==> config.mk <==
export PLATFORM = sky130hd
export DESIGN_NAME = reg_dump
export DESIGN_NICKNAME = d
export VERILOG_FILES = /design/src/rtl/reg_dump.sv
export SDC_FILE = /design/constraint.sdc
export NUM_CORES = 1
export LEC_CHECK = 0
export ABC_AREA = 1
export CELL_PAD_IN_SITES_DETAIL_PLACEMENT = 0
export CELL_PAD_IN_SITES_GLOBAL_PLACEMENT = 1
export CORE_UTILIZATION = 39
export CTS_CLUSTER_DIAMETER = 200
export DETAILED_ROUTE_END_ITERATION = 6
export PLACE_DENSITY_LB_ADDON = 0.1
export SYNTH_ARGS = -nofsm -noshare
export SYNTH_HDL_FRONTEND = slang
export SYNTH_SLANG_ARGS = --single-unit
==> constraint.sdc <==
create_clock -name CLK -period 3.6 [get_ports CLK]
set_input_delay 0.72 -clock CLK [delete_from_list [all_inputs] [get_ports CLK]]
set_output_delay 0.72 -clock CLK [all_outputs]
set_load 0.05 [all_outputs]
==> src/rtl/reg_dump.sv <==
// Register-file dump engine: walks the read port from FIRST to LAST (wrapping mod 8)
// and streams each byte over a valid/ready handshake while summing accepted bytes.
module reg_dump #(
  parameter int unsigned READ_WAIT = 1
) (
  input  logic       CLK,
  input  logic       RESET,
  input  logic       START,
  input  logic [2:0] FIRST,
  input  logic [2:0] LAST,
  output logic [2:0] RDADDRESS,
  input  logic [7:0] RDDATA,
  output logic [7:0] DOUT,
  output logic       DVALID,
  input  logic       DREADY,
  output logic       BUSY,
  output logic       DONE,
  output logic [7:0] CHECKSUM
);

  typedef enum logic [2:0] {IDLE, ADDR, WAIT, SEND, FIN} state_t;

  localparam logic [1:0] WAIT_LOAD = 2'(READ_WAIT - 1);

  state_t     state;
  state_t     state_nxt;
  logic [1:0] wait_cnt;
  logic [2:0] last_addr;
  logic       xfer;

  assign xfer = (state == SEND) && DVALID && DREADY;

  always_ff @(posedge CLK or posedge RESET) begin
    if (RESET) state <= IDLE;
    else       state <= state_nxt;
  end

  always_comb begin
    state_nxt = state;
    case (state)
      IDLE:    if (START) state_nxt = ADDR;
      ADDR:    state_nxt = WAIT;
      WAIT:    if (wait_cnt == '0) state_nxt = SEND;
      SEND:    if (xfer) state_nxt = (RDADDRESS == last_addr) ? FIN : ADDR;
      FIN:     state_nxt = IDLE;
      default: state_nxt = IDLE;
    endcase
  end

  // DOUT is captured once in WAIT so later read-port changes cannot disturb a held byte.
  always_ff @(posedge CLK or posedge RESET) begin
    if (RESET) begin
      RDADDRESS <= '0;
      last_addr <= '0;
      wait_cnt  <= '0;
      DOUT      <= '0;
      DVALID    <= 1'b0;
      BUSY      <= 1'b0;
      DONE      <= 1'b0;
      CHECKSUM  <= '0;
    end else begin
      DONE <= 1'b0;
      case (state)
        IDLE: begin
          if (START) begin
            RDADDRESS <= FIRST;
            last_addr <= LAST;
            CHECKSUM  <= '0;
            BUSY      <= 1'b1;
          end
        end
        ADDR: wait_cnt <= WAIT_LOAD;
        WAIT: begin
          if (wait_cnt == '0) begin
            DOUT   <= RDDATA;
            DVALID <= 1'b1;
          end else begin
            wait_cnt <= wait_cnt - 2'd1;
          end
        end
        SEND: begin
          if (xfer) begin
            CHECKSUM <= CHECKSUM + DOUT;
            DVALID   <= 1'b0;
            if (RDADDRESS != last_addr) RDADDRESS <= RDADDRESS + 3'd1;
          end
        end
        FIN: begin
          DONE <= 1'b1;
          BUSY <= 1'b0;
        end
        default: ;
      endcase
    end
  end

endmodule

**Word-level counts from Yosys, hierarchy flattened**

Index checks and enable logic that the tools add are counted.

- $add $sub $neg: 3
- Reductions and logical operators: 16
- Equal/unequal tests: 11
- Mux-type cells: 20

Operator list:

| kind | number |
|---|---|
| two-way mux 3 bit | 7 |
| two-way mux 8 bit | 2 |
| case mux 8 bit (2 select lines) | 1 |
| case mux 3 bit (4 select lines) | 1 |
| AND reduction 3 bit | 3 |
| adder 8 bit | 1 |
| != test 2 bit (second input constant) | 4 |
| AND reduction 2 bit | 4 |
| nonzero test 2 bit | 4 |
| equality test 3 x 2 -> 1 bit (second input constant) | 2 |
| case mux 3 bit (2 select lines) | 1 |
| two-way mux 1 bit | 4 |
| case mux 1 bit (2 select lines) | 2 |
| case mux 2 bit (2 select lines) | 1 |
| AND reduction 4 bit | 1 |
| adder 3 x 1 -> 3 bit (second input constant) | 1 |
| equality test 3 x 1 -> 1 bit (second input constant) | 1 |
| equality test 3 bit | 1 |
| equality test 3 bit (second input constant) | 1 |
| logical NOT 3 bit | 1 |
| != test 3 bit | 1 |
| logical AND 1 bit | 2 |
| logical NOT 2 bit | 1 |
| two-way mux 2 bit | 1 |
| other kinds (2) | 2 |

- Input port bits: 18
- Word-level logic and storage cells: 59
- Register bits: 30

**Depth between registers and ports, before layout**

- Depth in word-level cells: 5
- Mapped depth: 9
- Mapped depth without buffers: 9

**Worst setup path before layout**

Ideal clock, no wire load.

- Kind: reg-to-reg
- From: reg DOUT[0]
- To: reg CHECKSUM[4]
- Clock period less this slack: 1.882 ns
- Stages on the path, launching flop included: 8
- Arrival: 1.764 ns
- Data required time: 3.482 ns
- Slack: 1.718 ns
- Library setup time: 0.118 ns
- Cell sequence: dfrtp_1 > ha_1 > fa_1 > nand3_1 > nand2_1 > or2_2 > nand3_1 > nand2_1

- Word-level cells in the longest chain between the ends: 3

Ends and longest elaborated chain:

| element | line | source |
|---|---|---|
| from (decl) | 13 | `output logic [7:0] DOUT,` |
| from (signal assigned) | 56 | `DOUT <= '0;` |
| from (signal assigned) | 75 | `DOUT <= RDDATA;` |
| adder 8 bit | 83 | `CHECKSUM <= CHECKSUM + DOUT;` |
| two-way mux 8 bit | 82 | `if (xfer) begin` |
| case mux 8 bit (2 select lines) | 63 | `case (state)` |
| to (signal assigned) | 83 |  |
| to (decl) | 18 | `output logic [7:0] CHECKSUM` |

No other way between the ends. The select of a mux whose other input is x is not followed.
A chain may end at the register's enable or synchronous reset.

**Worst setup path after layout**

- From: reg RDADDRESS[0]
- To: out RDADDRESS[0]

RTL lines:

| element | line | source |
|---|---|---|
| from (decl) | 11 | `output logic [2:0] RDADDRESS,` |
| from (signal assigned) | 85 | `if (RDADDRESS != last_addr) RDADDRESS <= RDADDRESS + 3'd1;` |

No word-level cell between the ends.

==> metrics.csv <==
stage,metric,value,unit
critical_path,critical-path-top-delay-family,buffers and inverters,
detailed_routing,wire_per_inst,12.4,um
critical_path,crit_path_end_kind,output port,
clock_network,numCtsBuffers,5,
timing,report.final.hold_viol_count,0,
timing,max_freq,444,MHz
detailed_routing,drc,0,
yosys,synth.most_common_cell,nand2_1,
yosys,synth_cell_types,22,
yosys,seq_area_frac_synth,45.7,%
global_route,grt_pass1_wl,5980,um
clock_network,cts_tree,done,
global_route,overflow,0,
cells_and_area,area_growth,33.8,%
place,place_inst,278,
critical_path,critical_path_buf_inv_count,1,
power,p_leak,0.00111,uW
yosys,syn_area,1640,um^2
timing,rsz0062_at_grt,false,
place,dp.final_hpwl,2660,um
yosys,yosysWarnings,0,
critical_path,path_class,flop to output port,
place,dpl_cell_area,2100,um^2
floorplanning,rows,23,
cells_and_area,final_cells,286,
detailed_routing,initialDrtViolationCount,40,
yosys,yosysTopAreaCellShare,45.7,%
place,gp_congestion,0.833,
clock_network,clock_path_buffers,2,
floorplanning,boundaryPins,40,
clock_network,cts_resized,0,
clock_network,post_cts_buffers,0,
yosys,synth_area_leaders,"dfrtp_1 (46%), nand2_1 (13%), ha_1 (6.9%)",
detailed_routing,routed_wl,3540,um
run_status,status,completed,
place,pre_cts_ws,1.66,ns
cells_and_area,stdcell_area,2200,um^2
power,power_density,1080,nW/um^2
floorplanning,start_util,40.8,%
hold_path,min_path_type,flop to flop,
timing,relSlewSlack,66.0,%
yosys,ys_ff_latch,30,
clock_network,path_clk_slew,0.07,ns
cells_and_area,fin_nets,263,
clock_network,clock_latency,0.28,ns
critical_path,cp_cell_sequence,clkdlybuf4s50_1,
yosys,avgSynthCellArea,8.74,um^2
detailed_routing,first_pass_iters,4,
yosys,synth_top_cell_by_area,dfrtp_1,
timing,setup_viol,0,
global_route,grt_max_degree,31,
timing,fin_crit_sh,62.6,%
floorplanning,fp.dieW,66.9,um
timing,maxSlewViolCount,0,
critical_path,cp_max_fo,5,
timing,finalCriticalPeriod,2.25,ns
global_route,grt_usage,18.5,%
place,port-buffer-count,39,
yosys,ys_top_cells_by_count,"nand2_1 (59), dfrtp_1 (30), inv_1 (21)",
floorplanning,core_area,4030,um^2
detailed_routing,via_per_inst,4.79,
yosys,syn_inst,188,
timing,fin_worst_skew,0.00884,ns
critical_path,start_kind,flop,
timing,tns,0,ns
critical_path,cp_slowest_cell,clkdlybuf4s50_1,
clock_network,h-tree-depth,2,
run,maxCapViolations,0,
global_route,grt_pass1_vias,1332,
global_route,antenna_found_initial,0,
yosys,synthFlopType,dfrtp_1,
yosys,syn_nets,216,
detailed_routing,ant_nets,0,
critical_path,crit_required,2.88,ns
clock_network,cts_hold_buffers,0,
yosys,synthArstFlopShare,100,%
cells_and_area,drive_above_1_share,13.1,%
power,ir_drop,0.000462,V
timing,finalWorstSetupSlack,1.35,ns
power,total_power,2370,uW
floorplanning,dieArea,4480,um^2
clock_network,cts_sinks,30,
floorplanning,die_h,66.9,um
yosys,synth_edf_count,0,
cells_and_area,num_antenna_cells,0,
critical_path,cpPeakStageDelay,0.83,ns
critical_path,cp.arrival,1.53,ns
detailed_routing,vias,1371,
timing,tightestPinTransition,0.509,ns
clock_network,cts_root_buf,clkbuf_8,
==> layout make-up <==
cell class	count	area, um^2
repair buffers	40	398
multi-input cells	134	802
fillers	396	1830
clock inverters	2	12.5
well taps	50	62.6
clock buffers	6	82.6
flip-flops and latches	30	751
inverters	24	90.1
==> metal layers <==
| metal | routed length, um | vias up | GRT usage [%] | part of all wire [%] |
|---|---|---|---|---|
| li1 | - | 698 | - | - |
| met1 | 1590 | 648 | 22.5 | 45 |
| met2 | 1800 | 23 | 30.6 | 51 |
| met3 | 127 | 2 | 4.11 | 3.6 |
| met4 | 17 | 0 | 8.78 | 0.48 |
| met5 | 0 | - | 0 | 0 |
==> final timing paths <==
| kind | startpoint | endpoint | slack (ns) | cells past startpoint |
|---|---|---|---|---|
| hold reg to reg | wait_cnt[0] | wait_cnt[0] | 0.51 | 1 |
| hold / removal | wait_cnt[0] | wait_cnt[0] | 0.51 | 1 |
| max in group asynchronous | RESET | DOUT[6] | 2.49 | 3 |
| min in group asynchronous | RESET | BUSY | 0.82 | 3 |
| setup / recovery | RDADDRESS[0] | RDADDRESS[0] | 1.35 | 1 |
| setup reg to reg | DOUT[0] | CHECKSUM[4] | 1.86 | 7 |
==> power by group <==
part           internal, uW  leakage, uW  switching, uW
Clock                   153    0.0000472            132
Sequential              483     0.000369            142
Combinational           549     0.000690            912
==> cells by family (layout without fill, tap and decap cells) <==
group / after synthesis / after routing / synth area share (%)
xor gates and xnor gates: 5 / 5 / 2.67
muxes: 9 / 9 / 6.17
adders and majority gates: 10 / 10 / 8.07
buffers and inverters: 24 / 72 / 5.48
and+or+nand+nor: 94 / 94 / 26.5
AOI/OAI and AO/OA: 16 / 16 / 5.41
DFF: 30 / 30 / 45.7
==> cells in the final DEF (no fill, tap or decap) <==
cell,n
a21oi_1,6
a22o_1,2
buf_4,1
clkbuf_8,6
clkdlybuf4s50_1,39
clkinv_2,1
clkinvlp_4,1
dfrtp_1,30
fa_1,1
ha_1,9
inv_1,21
inv_2,3
mux2_2,9
nand2_1,59
nand2_2,3
nand2_4,2
nand3_1,16
nand3_2,1
nand3b_1,2
nor2_1,5
nor2_4,2
nor3_1,2
nor3_2,1
o21ai_0,7
o22ai_1,1
or2_2,1
xnor2_1,5
==> flip-flops by register name, indices dropped and copies added (netlist names) <==
name and flops:
CHECKSUM 8, DOUT 8, RDADDRESS 3, last_addr 3, state 3, wait_cnt 2
BUSY 1, DONE 1, DVALID 1
==> stage by stage <==
step | hold slack, ns | util (%)
4_1_cts | 0.509 | 54.6
3_3_place_gp | 0.478 | 52.2
6_report | 0.508 | 54.6
5_1_grt | 0.525 | 54.6
2_1_floorplan | 0.458 | -
3_5_place_dp | 0.496 | 52.2
No activity file was read; power rests on OpenSTA's default activity.
